$ cat src/rtl/mem_loader.sv
// Program loader: turns a length-prefixed byte stream into big-endian words written to
// consecutive memory addresses. The CPU is held in reset until the image is in place.
module mem_loader #(
  parameter int unsigned ADDR_WIDTH = 7,
  parameter int unsigned BASE_ADDR  = 0,
  parameter int unsigned RST_HOLD   = 4
) (
  input  logic                  clk,
  input  logic                  rst,
  input  logic                  start,
  input  logic [7:0]            in_data,
  input  logic                  in_valid,
  output logic                  in_ready,
  output logic                  mem_we,
  output logic [ADDR_WIDTH-1:0] mem_addr,
  output logic [31:0]           mem_wdata,
  output logic                  cpu_rstn,
  output logic                  done,
  output logic                  err,
  output logic [15:0]           words_loaded
);

  localparam int unsigned BYTE_W = 8;
  localparam int unsigned LEN_W  = 16;
  localparam int unsigned WORD_W = 32;
  localparam int unsigned HOLD_W = 8;
  localparam int unsigned DEPTH  = 2 ** ADDR_WIDTH;

  localparam logic [ADDR_WIDTH-1:0] BASE      = ADDR_WIDTH'(BASE_ADDR);
  localparam logic [HOLD_W-1:0]     HOLD_LAST = HOLD_W'(RST_HOLD - 1);

  typedef enum logic [2:0] {
    S_IDLE,
    S_LEN_HI,
    S_LEN_LO,
    S_DATA,
    S_WRITE,
    S_HOLD,
    S_ERR
  } state_t;

  state_t                    state_q;
  logic [LEN_W-1:0]          len_q;
  logic [3*BYTE_W-1:0]       shift_q;
  logic [1:0]                byte_cnt_q;
  logic [HOLD_W-1:0]         hold_cnt_q;
  logic                      in_ready_q;
  logic                      mem_we_q;
  logic [ADDR_WIDTH-1:0]     mem_addr_q;
  logic [WORD_W-1:0]         mem_wdata_q;
  logic                      cpu_rstn_q;
  logic                      done_q;
  logic                      err_q;
  logic [LEN_W-1:0]          words_q;

  logic                      xfer_c;
  logic                      len_too_long_c;
  logic [LEN_W-1:0]          len_d;
  logic [WORD_W-1:0]         word_d;
  logic [LEN_W-1:0]          words_d;

  // Handshake, completed length, completed word and next word count.
  always_comb begin
    xfer_c         = in_valid & in_ready_q;
    len_d          = {len_q[LEN_W-1:BYTE_W], in_data};
    word_d         = {shift_q, in_data};
    words_d        = words_q + LEN_W'(1);
    len_too_long_c = 32'(len_d) > DEPTH;
  end

  always_ff @(posedge clk) begin
    if (rst) begin
      state_q     <= S_IDLE;
      len_q       <= '0;
      shift_q     <= '0;
      byte_cnt_q  <= '0;
      hold_cnt_q  <= '0;
      in_ready_q  <= 1'b0;
      mem_we_q    <= 1'b0;
      mem_addr_q  <= BASE;
      mem_wdata_q <= '0;
      cpu_rstn_q  <= 1'b1;
      done_q      <= 1'b0;
      err_q       <= 1'b0;
      words_q     <= '0;
    end else begin
      mem_we_q <= 1'b0;
      done_q   <= 1'b0;
      case (state_q)
        S_IDLE, S_ERR: begin
          if (start) begin
            state_q    <= S_LEN_HI;
            in_ready_q <= 1'b1;
            cpu_rstn_q <= 1'b0;
            err_q      <= 1'b0;
            words_q    <= '0;
            mem_addr_q <= BASE;
          end
        end
        S_LEN_HI: begin
          if (xfer_c) begin
            len_q[LEN_W-1:BYTE_W] <= in_data;
            state_q               <= S_LEN_LO;
          end
        end
        S_LEN_LO: begin
          if (xfer_c) begin
            len_q <= len_d;
            if (len_d == '0) begin
              state_q    <= S_HOLD;
              in_ready_q <= 1'b0;
              hold_cnt_q <= '0;
            end else if (len_too_long_c) begin
              state_q    <= S_ERR;
              in_ready_q <= 1'b0;
              err_q      <= 1'b1;
            end else begin
              state_q    <= S_DATA;
              byte_cnt_q <= '0;
            end
          end
        end
        // First byte of a word lands in bits 31:24 after four shifts.
        S_DATA: begin
          if (xfer_c) begin
            shift_q    <= {shift_q[2*BYTE_W-1:0], in_data};
            byte_cnt_q <= byte_cnt_q + 2'd1;
            if (byte_cnt_q == 2'd3) begin
              state_q     <= S_WRITE;
              in_ready_q  <= 1'b0;
              mem_we_q    <= 1'b1;
              mem_wdata_q <= word_d;
            end
          end
        end
        S_WRITE: begin
          mem_addr_q <= mem_addr_q + ADDR_WIDTH'(1);
          words_q    <= words_d;
          if (words_d == len_q) begin
            state_q    <= S_HOLD;
            hold_cnt_q <= '0;
          end else begin
            state_q    <= S_DATA;
            in_ready_q <= 1'b1;
          end
        end
        S_HOLD: begin
          if (hold_cnt_q == HOLD_LAST) begin
            state_q    <= S_IDLE;
            cpu_rstn_q <= 1'b1;
            done_q     <= 1'b1;
          end else begin
            hold_cnt_q <= hold_cnt_q + HOLD_W'(1);
          end
        end
        default: begin
          state_q    <= S_IDLE;
          in_ready_q <= 1'b0;
          cpu_rstn_q <= 1'b1;
        end
      endcase
    end
  end

  assign in_ready     = in_ready_q;
  assign mem_we       = mem_we_q;
  assign mem_addr     = mem_addr_q;
  assign mem_wdata    = mem_wdata_q;
  assign cpu_rstn     = cpu_rstn_q;
  assign done         = done_q;
  assign err          = err_q;
  assign words_loaded = words_q;

endmodule

$ cat config.mk
export PLATFORM = sky130hd
export DESIGN_NAME = mem_loader
export DESIGN_NICKNAME = d
export VERILOG_FILES = /design/src/rtl/mem_loader.sv
export SDC_FILE = /design/constraint.sdc
export NUM_CORES = 1
export LEC_CHECK = 0
export ABC_AREA = 1
export CAP_MARGIN = 20
export CORE_MARGIN = 5
export CORE_UTILIZATION = 59
export CTS_BUF_LIST = sky130_fd_sc_hd__clkbuf_4 sky130_fd_sc_hd__clkbuf_8 sky130_fd_sc_hd__clkbuf_16
export DETAILED_ROUTE_END_ITERATION = 8
export GPL_ROUTABILITY_DRIVEN = 0
export PLACE_DENSITY = 0.88
export SKIP_LAST_GASP = 1
export SYNTH_ARGS = -nofsm -noshare
export SYNTH_HDL_FRONTEND = slang
export SYNTH_SLANG_ARGS = --single-unit
$ cat constraint.sdc
create_clock -name clk -period 5.2 [get_ports clk]
set_input_delay 0.52 -clock clk [delete_from_list [all_inputs] [get_ports clk]]
set_output_delay 0.52 -clock clk [all_outputs]
set_load 0.02 [all_outputs]
==> metrics <==
pwr dens approximately 400 nW/µm²; clk buf depth 2; vias after detailed routing 5477; Post-Place Worst Slack between 1500 and 2000 ps; DR iter-0 viols 442; Synth Net Count between 700 and 800; count of pins over their slew limit 0; Worst EP arrival roughly 3500 ps; cts bufs inserted 17; Main synth FF type dfxtp_1; FF-to-FF path depth 12; Ys Warns 0; Peak VDD IR around 0.23 mV; # hold bufs at CTS 0; layout cells sized above 1 0.07385; final setup TNS 0 ps; minimum clock period roughly 3000 ps; die width between 100 and 150 µm; dpl cells approximately 900; number of antenna diodes 0; Lkg Pwr 2.575 nW; Hold Vio Cnt, Final 0; Avg Inst Size Synth about 7 µm²; CTS root buffer clkbuf_8; Via-to-Cell Ratio ~5.9; Critical Setup Path Class reg -> reg; status finished, final reports clean; top post-synthesis cells by area dfxtp_1 43%, nand2_1 11%, o21ai_0 7.5%, nand3_1 7.1%, a21oi_1 6.9%; most frequent cells in the layout 152 x nand2_1, 113 x dfxtp_1, 85 x inv_1; FP Rows 34; Area Growth Syn to Fin 26.79%; area of the die ~11000 µm²; nets@finish about 830; GRT Total Usage 0.2768; most common cell after layout, fill and taps aside nand2_1; non-filler cells in the finished layout around 930; Reg-to-Reg End mem_wdata[21]$_SDFFE_PP0P_; aggregate routed wire length 15160 µm; Critical Path RT 5640 ps; H-tree depth 4; CP Launch Type flip-flop; Post-synth EDFFs 0; GRT Residual Overflow 0; Synth async-reset ratio 0; setup ws final 2148 ps; FMAX approximately 0.33 GHz; Setup crit end kind flip-flop; Max-Cap Viols 0; post-synth cell types 34; clock-pin slew on the worst setup and hold paths around 60 ps; Worst R2R Setup Slack roughly 2100 ps; Skew-Pair Late Insertion Delay around 530 ps; final setup vio count 0; largest area contributor in the netlist dfxtp_1; Tightest Pin Transition 985.4 ps; reg2reg start state_q[1]$_SDFFE_PP0P_; fin area approximately 6600 µm²; Synth Instances ~750; initial antenna violation count 0; # DRC 0; unrepaired setup endpoints after global routing no; CP endpoint mem_wdata[21]$_SDFFE_PP0P_; drt pass-1 iters 5; clock skew roughly 10 ps; DR WL/cell around 16 µm; Seq cells post-synth roughly 110; critical path fanouts, max 28; postcts setup bufs 0; clock sinks between 100 and 150; Port Buf Inserts 71; synthesized area 5202 µm²; detailed placement HPWL 9218 µm; IO Pins 72; Crit. Startpoint state_q[1]$_SDFFE_PP0P_; pin count of the biggest net entering global routing 85; Core ar. between 8000 and 9000 µm²; Hold Crit Class reg -> reg; Die Span Y between 100 and 150 µm; WHS around 470 ps; PostCTS Resize Cnt 0; vias in the first global route approximately 5.3k; CTS tree yes; Area after DPL about 6000 µm²; Starting Density 0.5995; Slew HR 0.3407; post-route ant nets 0; sequential element share of the synthesized area 0.4348; Yosys top cell area share 0.4348; first-pass GRT wire length 25170 µm; final worst path period share 0.5868
## cell usage after synthesis, types with 2 or more instances
master,instances
a21oi_1,72
a221oi_1,2
buf_2,2
clkbuf_1,24
clkbuf_2,2
clkinv_1,2
dfxtp_1,113
ha_1,4
inv_1,86
inv_2,4
nand2_1,152
nand2_2,2
nand3_1,74
nand3b_1,5
nand4_1,23
nor2_1,71
nor2_2,8
nor2_4,6
nor3_1,3
o2111ai_1,2
o21ai_0,78
## worst min-delay path by stage
stage                                       start                         to  depth (start not counted)
after global routing             err$_SDFFE_PP0P_           err$_SDFFE_PP0P_                          2
final                            err$_SDFFE_PP0P_           err$_SDFFE_PP0P_                          2
after floorplan           shift_q[0]$_SDFFE_PP0P_  mem_wdata[8]$_SDFFE_PP0P_                          2
after CTS                        err$_SDFFE_PP0P_           err$_SDFFE_PP0P_                          2
after global placement           err$_SDFFE_PP0P_           err$_SDFFE_PP0P_                          2
after detailed placement  shift_q[0]$_SDFFE_PP0P_  mem_wdata[8]$_SDFFE_PP0P_                          2
## where the power goes
group | internal [W] | switching (W) | total (W)
combinational | 0.000124 | 0.000270 | 0.000393
sequential | 0.000907 | 0.0000385 | 0.000945
clock | 0.000783 | 0.000448 | 0.00123
total | 0.00181 | 0.000756 | 0.00257
## final cells by class
type	count	area [µm²]
multi-input combinational	515	2485
timing repair buffer	74	745.7
clock inverter	15	209.0
inverter	92	345.3
tap	108	135.1
sequential	113	2262
fill	606	2082
clock buffer	17	414.1
## cell families after synthesis
group | synth area share
buffers and inverters | 0.08754
flip-flops | 0.4348
AND/OR/NAND/NOR | 0.3059
XOR/XNOR | 0.003368
adder cells (fa/ha/maj) | 0.009620
AO/OA/AOI/OAI | 0.1587
## stage by stage
stage,utilization,total power (W)
2_1_floorplan,-,0.001235
3_3_place_gp,0.6860,0.001320
3_5_place_dp,0.6860,0.001333
4_1_cts,0.7578,0.002557
5_1_grt,0.7601,0.002660
6_report,0.7601,0.002569
## sequential cells by signal (all words and copies together), names as in the netlist
name / cells
byte_cnt_q: 2
cpu_rstn: 1
done: 1
err: 1
hold_cnt_q: 8
in_ready: 1
len_q: 16
mem_addr: 7
mem_wdata: 32
mem_we: 1
shift_q: 24
state_q: 3
words_loaded: 16
## per-layer routing
metal / global-route usage / vias up / wire length [µm]
met3: 0.05835 / 48 / 1219
li1: - / 2608 / -
met5: 0 / - / 0
met2: 0.4631 / 299 / 7470
met4: 0.1249 / 0 / 401
met1: 0.3414 / 2522 / 6071
## worst max-delay path, stage by stage (launching register included)
cell and delay (ps):
dfxtp_1 380, inv_1 60, nor2_2 130, inv_1 80, nor2_2 130, inv_2 90
nor2_4 440, inv_2 310, nor2_4 380, inv_2 290, nor2_2 200, inv_1 210
o21ai_0 250
No activity file was read; power rests on OpenSTA's default activity.
